`config.mk`:
```
export PLATFORM = sky130hd
export DESIGN_NAME = wdt_multi_ch_flat
export DESIGN_NICKNAME = d
export VERILOG_FILES = /design/src/rtl/wdt_multi_ch_if.sv /design/src/rtl/wdt_multi_ch.sv /design/src/flat_wrapper.sv
export SDC_FILE = /design/constraint.sdc
export NUM_CORES = 1
export LEC_CHECK = 0
export ABC_CLOCK_PERIOD_IN_PS = 3200
export CORE_ASPECT_RATIO = 0.9
export CORE_MARGIN = 8
export CORE_UTILIZATION = 35
export DETAILED_ROUTE_END_ITERATION = 12
export PLACE_DENSITY_LB_ADDON = 0.3
export SYNTH_ARGS = -nofsm -noshare
export SYNTH_HDL_FRONTEND = slang
export SYNTH_SLANG_ARGS = --single-unit
export TNS_END_PERCENT = 100
```
`constraint.sdc`:
```
create_clock -name ACLK -period 3.2 [get_ports ACLK]
set_clock_uncertainty 0.2 [all_clocks]
set_input_delay 0.64 -clock ACLK [delete_from_list [all_inputs] [get_ports ACLK]]
set_output_delay 0.64 -clock ACLK [all_outputs]
set_load 0.01 [all_outputs]
```
`src/rtl/wdt_multi_ch_if.sv`:
```
// Register port bundle for the multi-channel watchdog.
// Master drives strobes/address/data, slave returns read data.
interface wdt_multi_ch_if;
  logic        reg_wen;
  logic        reg_ren;
  logic [7:0]  reg_addr;
  logic [31:0] reg_wdata;
  logic [31:0] reg_rdata;
  logic        reg_rvalid;

  modport master (
    output reg_wen, reg_ren, reg_addr, reg_wdata,
    input  reg_rdata, reg_rvalid
  );

  modport slave (
    input  reg_wen, reg_ren, reg_addr, reg_wdata,
    output reg_rdata, reg_rvalid
  );
endinterface

```
`src/rtl/wdt_multi_ch.sv`:
```
// NUM_CH independent watchdog channels on one clock and prescaler.
// Optional pre-warning stage enabled by defining WDT_PREWARN_EN.
module wdt_multi_ch #(
  parameter int NUM_CH = 4,
  parameter int CNT_W  = 32,
  parameter int DIV    = 1
) (
  input  logic              ACLK,
  input  logic              ARESETn,
  wdt_multi_ch_if.slave     bus,
  output logic [NUM_CH-1:0] wto,
  output logic              interrupt_t
`ifdef WDT_PREWARN_EN
  ,
  output logic [NUM_CH-1:0] warn
`endif
);

  localparam int PW = (DIV > 1) ? $clog2(DIV) : 1;

  typedef enum logic [1:0] {
    S_IDLE,
    S_COUNT,
    S_TMO
  } state_t;

  state_t           r_st    [NUM_CH];
  logic [CNT_W-1:0] r_cnt   [NUM_CH];
  logic [CNT_W-1:0] r_tocnt [NUM_CH];
  logic [NUM_CH-1:0] r_wto;
  logic [PW-1:0]    r_presc;
  logic [31:0]      r_rdata;
  logic             r_rvalid;

  logic [3:0]        w_ch;
  logic              w_o_ctrl;
  logic              w_o_kick;
  logic              w_o_cnt;
  logic              w_o_stat;
  logic              w_kdata;
  logic              w_tick;
  logic [NUM_CH-1:0] w_act;
  logic [NUM_CH-1:0] w_sel;
  logic [NUM_CH-1:0] w_wcnt;
  logic [NUM_CH-1:0] w_dis;
  logic [NUM_CH-1:0] w_en;
  logic [NUM_CH-1:0] w_kick;
  logic [NUM_CH-1:0] w_rld;
  logic [NUM_CH-1:0] w_ovr;
  logic [NUM_CH-1:0] w_step;
  logic [NUM_CH-1:0] w_hold;
  logic [NUM_CH-1:0] w_warn_b;
  logic [31:0]       w_rd;

  assign w_ch     = bus.reg_addr[7:4];
  assign w_o_ctrl = bus.reg_addr[3:0] == 4'h0;
  assign w_o_kick = bus.reg_addr[3:0] == 4'h4;
  assign w_o_cnt  = bus.reg_addr[3:0] == 4'h8;
  assign w_o_stat = bus.reg_addr[3:0] == 4'hC;
  assign w_kdata  = |bus.reg_wdata;
  assign w_tick   = (|w_act) && (r_presc == PW'(DIV - 1));

  // Per-channel event decode; write events are mutually exclusive
  always_comb begin
    w_act  = '0;
    w_sel  = '0;
    w_wcnt = '0;
    w_dis  = '0;
    w_en   = '0;
    w_kick = '0;
    w_rld  = '0;
    w_ovr  = '0;
    w_step = '0;
    w_hold = '0;
    for (int i = 0; i < NUM_CH; i++) begin
      w_act[i]  = r_st[i] != S_IDLE;
      w_sel[i]  = bus.reg_wen && (w_ch == 4'(i));
      w_wcnt[i] = w_sel[i] && w_o_cnt;
      w_dis[i]  = w_sel[i] && w_o_ctrl && !bus.reg_wdata[0];
      w_en[i]   = w_sel[i] && w_o_ctrl && bus.reg_wdata[0]
                  && (r_st[i] == S_IDLE);
      w_kick[i] = w_sel[i] && w_o_kick && w_kdata && w_act[i];
      w_rld[i]  = w_wcnt[i] && (r_st[i] == S_COUNT);
      w_ovr[i]  = w_dis[i] | w_en[i] | w_kick[i] | w_rld[i];
      w_step[i] = !w_ovr[i] && w_tick && (r_st[i] == S_COUNT);
      w_hold[i] = !w_ovr[i] && (r_st[i] == S_TMO);
    end
  end

  // Prescaler free-runs only while some channel is enabled
  always_ff @(posedge ACLK or negedge ARESETn) begin
    if (!ARESETn) begin
      r_presc <= '0;
    end else if (!(|w_act) || w_tick) begin
      r_presc <= '0;
    end else begin
      r_presc <= r_presc + PW'(1);
    end
  end

  // Channel FSMs: disable > kick > WTOCNT reload > terminal tick
  always_ff @(posedge ACLK or negedge ARESETn) begin
    if (!ARESETn) begin
      for (int i = 0; i < NUM_CH; i++) begin
        r_st[i]    <= S_IDLE;
        r_cnt[i]   <= '0;
        r_tocnt[i] <= '0;
      end
      r_wto <= '0;
    end else begin
      for (int i = 0; i < NUM_CH; i++) begin
        if (w_wcnt[i])
          r_tocnt[i] <= bus.reg_wdata[CNT_W-1:0];
        unique case (1'b1)
          w_dis[i]: begin
            r_st[i]  <= S_IDLE;
            r_cnt[i] <= '0;
            r_wto[i] <= 1'b0;
          end
          w_en[i]: begin
            r_st[i]  <= S_COUNT;
            r_cnt[i] <= '0;
          end
          w_kick[i]: begin
            r_st[i]  <= S_COUNT;
            r_cnt[i] <= '0;
            r_wto[i] <= 1'b0;
          end
          w_rld[i]: begin
            r_cnt[i] <= '0;
          end
          w_step[i]: begin
            if (r_cnt[i] == r_tocnt[i])
              r_st[i] <= S_TMO;
            else
              r_cnt[i] <= r_cnt[i] + CNT_W'(1);
          end
          w_hold[i]: begin
            r_wto[i] <= 1'b1;
          end
          default: ;
        endcase
      end
    end
  end

`ifdef WDT_PREWARN_EN
  logic [NUM_CH-1:0] r_warn;
  logic [NUM_CH-1:0] w_whit;

  // Warn point: half of WTOCNT, or the terminal tick for tiny limits
  always_comb begin
    w_whit = '0;
    for (int i = 0; i < NUM_CH; i++) begin
      if (r_tocnt[i] < CNT_W'(2))
        w_whit[i] = r_cnt[i] == r_tocnt[i];
      else
        w_whit[i] = r_cnt[i] == (r_tocnt[i] >> 1);
    end
  end

  // Sticky warn flag, cleared by kick/disable/enable
  always_ff @(posedge ACLK or negedge ARESETn) begin
    if (!ARESETn) begin
      r_warn <= '0;
    end else begin
      for (int i = 0; i < NUM_CH; i++) begin
        if (w_dis[i] | w_en[i] | w_kick[i])
          r_warn[i] <= 1'b0;
        else if (w_step[i] && w_whit[i])
          r_warn[i] <= 1'b1;
      end
    end
  end

  assign w_warn_b = r_warn;
  assign warn     = r_warn;
`else
  assign w_warn_b = '0;
`endif

  // Read mux over pre-write register state
  always_comb begin
    w_rd = '0;
    for (int i = 0; i < NUM_CH; i++) begin
      if (w_ch == 4'(i)) begin
        unique case (1'b1)
          w_o_ctrl: w_rd = {31'b0, w_act[i]};
          w_o_cnt:  w_rd = 32'(r_tocnt[i]);
          w_o_stat: w_rd = {30'b0, w_warn_b[i], r_wto[i]};
          default:  w_rd = '0;
        endcase
      end
    end
  end

  // Read response: one-cycle valid, data held between reads
  always_ff @(posedge ACLK or negedge ARESETn) begin
    if (!ARESETn) begin
      r_rdata  <= '0;
      r_rvalid <= 1'b0;
    end else begin
      r_rvalid <= bus.reg_ren;
      if (bus.reg_ren)
        r_rdata <= w_rd;
    end
  end

  assign bus.reg_rdata  = r_rdata;
  assign bus.reg_rvalid = r_rvalid;
  assign wto            = r_wto;
  assign interrupt_t    = |r_wto;

endmodule
```
`src/flat_wrapper.sv`:
```
// flat-port wrapper written by rule: the top's interface ports become plain ports
module wdt_multi_ch_flat 
#(
  parameter int NUM_CH = 4,
  parameter int CNT_W  = 32,
  parameter int DIV    = 1
)
  (ACLK, ARESETn, wto, interrupt_t, bus_reg_wen, bus_reg_ren, bus_reg_addr, bus_reg_wdata, bus_reg_rdata, bus_reg_rvalid);
  wdt_multi_ch_if bus_i ();
  input  logic ACLK;
  input  logic ARESETn;
  output logic [NUM_CH-1:0] wto;
  output logic interrupt_t;
  input wire logic [$bits(bus_i.reg_wen)-1:0] bus_reg_wen;
  input wire logic [$bits(bus_i.reg_ren)-1:0] bus_reg_ren;
  input wire logic [$bits(bus_i.reg_addr)-1:0] bus_reg_addr;
  input wire logic [$bits(bus_i.reg_wdata)-1:0] bus_reg_wdata;
  output wire logic [$bits(bus_i.reg_rdata)-1:0] bus_reg_rdata;
  output wire logic [$bits(bus_i.reg_rvalid)-1:0] bus_reg_rvalid;
  assign bus_i.reg_wen = bus_reg_wen;
  assign bus_i.reg_ren = bus_reg_ren;
  assign bus_i.reg_addr = bus_reg_addr;
  assign bus_i.reg_wdata = bus_reg_wdata;
  assign bus_reg_rdata = bus_i.reg_rdata;
  assign bus_reg_rvalid = bus_i.reg_rvalid;
  wdt_multi_ch #(.NUM_CH(NUM_CH), .CNT_W(CNT_W), .DIV(DIV)) u_core (.ACLK(ACLK), .ARESETn(ARESETn), .bus(bus_i), .wto(wto), .interrupt_t(interrupt_t));
endmodule
```
# After elaboration in Yosys (flattened, before gate mapping)
# Index checks and enable logic that the tools add are counted.
[classes]
addsub = 5
eq_ne = 26
mux = 29
bitwise = 13
n_reduce_logical = 105
[ops]
columns = ["cell", "n"]
rows = [
  ["32-bit one-hot mux with 3 select lines", 4],
  ["32-bit 2-to-1 mux", 8],
  ["32-bit one-hot mux with 2 select lines", 4],
  ["32-bit by 1-bit adder with 32-bit output, second input constant", 4],
  ["32-bit == test", 4],
  ["1-bit logical AND", 53],
  ["32-bit OR reduction", 1],
  ["2-bit one-hot mux with 3 select lines", 4],
  ["2-bit nonzero test", 12],
  ["4-bit OR reduction", 6],
  ["2-bit inequality test, second input constant", 8],
  ["2-bit AND reduction", 8],
  ["2-bit OR reduction", 8],
  ["1-bit OR", 12],
  ["3-bit nonzero test", 4],
  ["2-bit by 1-bit == test with 1-bit output, second input constant", 4],
  ["2-bit == test, second input constant", 4],
  ["4-bit by 2-bit == test with 1-bit output, second input constant", 2],
  ["4-bit == test, second input constant", 2],
  ["2-bit zero test", 4],
  ["4-bit zero test", 2],
  ["2-bit 2-to-1 mux", 4],
  ["1-bit one-hot mux with 2 select lines", 4],
  ["1-bit zero test", 6],
  ["other kinds (6)", 6],
]
[word_totals]
ff_bits = 302
input_bits = 44
word_cells = 197

# Longest topological paths before layout
[logic_depth]
word_depth = 13
ltp_mapped = 9

# Worst setup path after synthesis
# No wires, ideal clock.
[synth_timing]
path_type = "input-to-reg"
from = "input bus_reg_addr[4]"
to = "register u_core.r_cnt[35] (netlist name)"
setup_time_ns = 0.124
arrival_ns = 2.562
setup_slack_ns = 0.314
stages = 7
n_path_buf = 1
cell_sequence = "or4b_2 -> nor4_1 -> nor3_1 -> o211ai_1 -> buf_2 -> nor3_1 -> a211o_1"
[synth_between]
elab_chain_len = 13
elab_cells_between_ends = 22
cone_classes = "eq/ne: 2; mux: 1; bitwise: 3; reduce/logical: 16"
[synth_lines]
columns = ["element", "line", "source"]
rows = [
  ["start, declared", "flat_wrapper.sv:16", "input wire logic [$bits(bus_i.reg_addr)-1:0] bus_reg_addr;"],
  ["4-bit by 2-bit == test with 1-bit output (*)", "wdt_multi_ch.sv:77", "w_sel[i] = bus.reg_wen && (w_ch == 4'(i));"],
  ["1-bit logical AND (*)", "wdt_multi_ch.sv:77", ""],
  ["1-bit logical AND", "wdt_multi_ch.sv:79, wdt_multi_ch.sv:80", ""],
  ["1-bit logical AND", "wdt_multi_ch.sv:80", "w_en[i] = w_sel[i] && w_o_ctrl && bus.reg_wdata[0]"],
  ["1-bit logical AND", "wdt_multi_ch.sv:81", "&& (r_st[i] == S_IDLE);"],
  ["1-bit OR (3 in a row)", "wdt_multi_ch.sv:84", "w_ovr[i] = w_dis[i] | w_en[i] | w_kick[i] | w_rld[i];"],
  ["1-bit zero test", "wdt_multi_ch.sv:85", "w_step[i] = !w_ovr[i] && w_tick && (r_st[i] == S_COUNT);"],
  ["1-bit logical AND (2 in a row)", "wdt_multi_ch.sv:85", ""],
  ["2-bit inequality test (no line) / 2-bit nonzero test (equally long branches)", "-", ""],
  ["2-bit AND reduction (no line)", "-", ""],
  ["end signal, assigned by index", "wdt_multi_ch.sv:136", "r_cnt[i] <= r_cnt[i] + CNT_W'(1);"],
  ["end, declared", "wdt_multi_ch.sv:28", "logic [CNT_W-1:0] r_cnt [NUM_CH];"],
]
# Every way passes the cells marked *; elsewhere a longest branch is shown, timed or not.
# A chain may end at the register's enable or synchronous reset.

# Worst setup path after layout
[layout_timing]
from = "input bus_reg_wdata[5]"
to = "register u_core.r_cnt[97] (netlist name)"
[layout_between]
elab_chain_len = 10
elab_cells_between_ends = 13
cone_classes = "eq/ne: 1; mux: 1; bitwise: 2; reduce/logical: 9"
[layout_lines]
columns = ["element", "line", "source"]
rows = [
  ["start, declared", "flat_wrapper.sv:17", "input wire logic [$bits(bus_i.reg_wdata)-1:0] bus_reg_wdata;"],
  ["32-bit OR reduction (*)", "wdt_multi_ch.sv:60", "assign w_kdata = |bus.reg_wdata;"],
  ["1-bit logical AND (*) (2 in a row)", "wdt_multi_ch.sv:82", "w_kick[i] = w_sel[i] && w_o_kick && w_kdata && w_act[i];"],
  ["1-bit OR (2 in a row)", "wdt_multi_ch.sv:84", ""],
  ["1-bit zero test", "wdt_multi_ch.sv:85", ""],
  ["1-bit logical AND (2 in a row)", "wdt_multi_ch.sv:85", ""],
  ["2-bit inequality test (no line) / 2-bit nonzero test (equally long branches)", "-", ""],
  ["2-bit AND reduction (no line)", "-", ""],
]
# Marked as above.

==> run summary <==
The first-pass GRT wire length was 85.8 mm; the total power divided by cell area was 483 nW/um2. The peak supply drop was 322 uV. For the number of antenna violations at the first check in global routing, the log shows 2.

The worst setup path is captured at a flop. The flow ran to the end, and the final reports show no timing, DRC or antenna violations. The tools report the diode insertion count for antenna repair as 0. Yosys printed 0 warnings.

The synthesized netlist net count came out at 1679. The die is 245 um wide. The number of buffers created by CTS was 36; the number of buffers and inverters on the critical path was 3.

The run gives 75 as the distinct cell type count of the synthesized netlist. Setup repair after global routing left no endpoint under its margin. The number of placed instances, taps included, is 2397. Detailed placement ended at an HPWL of 41.8 mm. The cell at the slowest stage of the critical path is a2111oi_1. Detailed routing inserted a total of 14500 vias.

For this design, the sink count on the clock tree is 302. For the floorplan die area, the log shows 54500 um2. The number of max-cap violations was 0.

Once layout is complete, the cells apart from fillers number 2463. The proportion of layout cells with a drive suffix above 1 was 0.235. After detailed routing, the number of remaining DRC violations is 0. Placer congestion estimate: 0.952. In this run the post-CTS setup repair buffer count came out at 0. After the last flow step, the layout net total stands at 1868. Static timing analysis puts the maximum clock frequency at 318 MHz. The register area is 7560 um2. The type of the setup path with the least slack is in2reg. The top cell family by delay on the critical path is buffers and inverters. The first routing iteration left 1736 violations. The CTS H-tree depth was 2. In the routed layout, each cell is associated on average with a via count of 5.87.

Clock-pin slew was measured on the worst setup and hold paths at 0.06 ns. The proportion of synthesized flip-flops having asynchronous set or reset came out at 1.00. The signal on the critical path passes through clkdlybuf4s50_1 -> nor4_2 -> and4_1 -> buf_12 -> a2111oi_1 -> or2_2 -> buf_4 -> nor2_1. The tools report the number of instances in the synthesized netlist as 1631.

Number of I/O port buffers: 81. STA classifies the critical path startpoint as an input port. Total area of multi-input combinational cells: 8490 um2.

By count the netlist is led by 302 x dfrtp_1, 164 x mux2_2, 112 x nand3_1. For the worst setup path, the data arrival time is 3.39 ns. The share of the clock period used by the worst path was 0.983; the standard-cell row count was 75. The class of the worst hold path was reg2reg. For the leakage power, the log shows 9.12 nW.

After filler insertion, the fill cell instance count of the layout stands at 4353. The final-layout worst hold slack is 0.322 ns. The most repeated cell in the gate-level netlist after synthesis is dfrtp_1.

In this run the worst path has a maximum fanout of 14. The average routed wire per standard cell was 22.7 um; the top cell type's share of synthesized area was 0.457. For the pin with the worst max-slew slack, the measured transition is 1.00 ns. For the number of slew-limit violations in the final report, the log shows 0. TritonCTS built the clock tree.

Clock tree synthesis selected as its root buffer the cell clkbuf_16. The count of nets left with antenna violations once routing finished came out at 0. Among all flip-flop cells after synthesis, the most frequent one is dfrtp_1.

The run gives 14000 as the via count of the first global-routing pass. Area of the core: 46600 um2. Number of top-level pins: 82. Ranked by total cell area, the synthesized netlist is headed by dfrtp_1 46%, mux2_2 11%, xor2_1 5.3%. The relative max-transition margin is 0.325, and the data required time at the worst endpoint is 3.44 ns. A synthesized cell averages 10.1 um2. The mapped netlist covers 16600 um2. Once layout is done, the placed cells without fillers occupy 20500 um2.

Entering global routing, the biggest net connects 89 pins. The floorplan step set the die height to 222 um. The final hold violation count was 0; the total global-route track usage was 0.200.

The clock reaches the later pin of the worst-skew pair after 0.56 ns. The cell type with the largest total area after synthesis was dfrtp_1. The run gives 0 as the final count of negative-setup-slack endpoints. Counting flops and latches in the post-synthesis netlist gives 302. The run gives 0 as the global-route congestion overflow total. The logs give 7 for the detailed-routing iteration count for the pre-antenna-repair pass and 0.355 for the initial cell density of the core. The number of enable-type register cells in the synthesized netlist came out at 0. The minimum clock period works out to 3.14 ns. The post-placement cell area is 19200 um2, and the total length of routed wires is 56.0 mm. The tools report the power consumption as 9.89 mW. The area growth from synthesis to layout is 23.8%.

The share of synthesized area occupied by flip-flops and latches was 0.457; the buffer depth of the longest clock path was 3. For this run, the slowest stage of the critical path takes 0.87 ns.
-- cell families (layout without fill, tap and decap cells) --
| logic type | Yosys count | after routing | share of synthesized area |
|---|---|---|---|
| xor+xnor | 137 | 137 | 0.0725 |
| simple gates | 549 | 549 | 0.182 |
| compound gates | 307 | 307 | 0.130 |
| other cells | 1 | 1 | 0.000227 |
| buf+inv | 154 | 370 | 0.0355 |
| mux | 177 | 177 | 0.119 |
| fa+ha+maj | 4 | 4 | 0.00302 |
| flops | 302 | 302 | 0.457 |
-- cell usage in the layout, fill, tap and decap left out, types with 15 or more instances in the layout --
| master | instances |
|---|---|
| xnor2_1 | 37 |
| nand3_1 | 112 |
| dfrtp_1 | 302 |
| nand2_1 | 92 |
| nor2_1 | 59 |
| o211ai_1 | 23 |
| inv_1 | 51 |
| and4_1 | 15 |
| nand4_1 | 51 |
| a222oi_1 | 31 |
| buf_4 | 160 |
| clkbuf_16 | 38 |
| o21ai_0 | 48 |
| a21oi_1 | 44 |
| clkdlybuf4s50_1 | 79 |
| or3_1 | 33 |
| and3_1 | 23 |
| nor3_1 | 27 |
| xor2_1 | 100 |
| or4_1 | 23 |
| o22ai_1 | 36 |
| mux2_2 | 164 |
| a31oi_1 | 30 |
| nor4_1 | 39 |
-- where the power goes --
| part | internal, mW | switching, mW | leakage (nW) |
|---|---|---|---|
| registers | 4.04 | 0.351 | 3.95 |
| clock network | 2.53 | 1.72 | 0.606 |
| logic | 0.550 | 0.701 | 4.57 |
-- flip-flops by register name, summed over array words and instances (netlist names) --
signal and flops:
u_core.r_cnt 128, u_core.r_tocnt 128, u_core.bus.reg_rdata 32, u_core.r_st 8, u_core.wto 4, u_core.bus.reg_rvalid 1, u_core.r_presc 1
-- metrics by stage --
stage	TNS, ns	utilization	setup slack, ns
2_1_floorplan	0	-	0.314
3_3_place_gp	-37.98	0.412	-0.610
3_5_place_dp	-39.66	0.412	-0.673
4_1_cts	0	0.438	0.0814
5_1_grt	0	0.439	0.00299
6_report	0	0.439	0.0550
-- path summary, 6_finish.rpt --
kind                                                           from                             endpoint  slack (ns)  depth (start not counted)
max in group asynchronous                                   ARESETn      u_core.r_tocnt[127]$_DFFE_PN0N_        1.61                          3
worst min register to register  u_core.bus.reg_rdata[0]$_DFFE_PN0P_  u_core.bus.reg_rdata[0]$_DFFE_PN0P_        0.32                          1
worst min-delay path            u_core.bus.reg_rdata[0]$_DFFE_PN0P_  u_core.bus.reg_rdata[0]$_DFFE_PN0P_        0.32                          1
worst max register to register      u_core.r_tocnt[122]$_DFFE_PN0N_        u_core.r_cnt[121]$_DFFE_PN0P_        0.28                          6
min in group asynchronous                                   ARESETn         u_core.r_cnt[46]$_DFFE_PN0P_        0.37                          2
worst max-delay path                               bus_reg_wdata[5]         u_core.r_cnt[97]$_DFFE_PN0P_        0.06                          8
-- repair_timing --
item                       CTS  global route
hold endpoints to repair    38             0
setup endpoints to repair   28            33
hold buffers                 1             0
resized for setup            1             7
-- metal layers --
metal | GRT usage | vias up | wire length (um)
met5 | 0 | - | 20
met4 | 0.0492 | 2 | 1060
met3 | 0.0467 | 71 | 4820
met2 | 0.300 | 583 | 24900
met1 | 0.286 | 7288 | 25200
li1 | - | 6514 | -
-- worst reg2reg max path, delay by kind of cell (launching register included) --
| family | cells | cell delay, ns |
|---|---|---|
| DFF | 1 | 0.44 |
| and+or+nand+nor | 2 | 0.72 |
| AOI/OAI and AO/OA | 3 | 1.25 |
| xor gates and xnor gates | 1 | 0.22 |
-- area by class of cell --
| cell class | count | area share |
|---|---|---|
| Sequential cell | 302 | 0.369 |
| Clock buffer | 56 | 0.0556 |
| Clock inverter | 9 | 0.00409 |
| Timing Repair Buffer | 254 | 0.110 |
| Inverter | 51 | 0.00934 |
| Tap cell | 616 | 0.0376 |
| Multi-Input combinational cell | 1175 | 0.414 |
(Power assumes the default switching activity.)
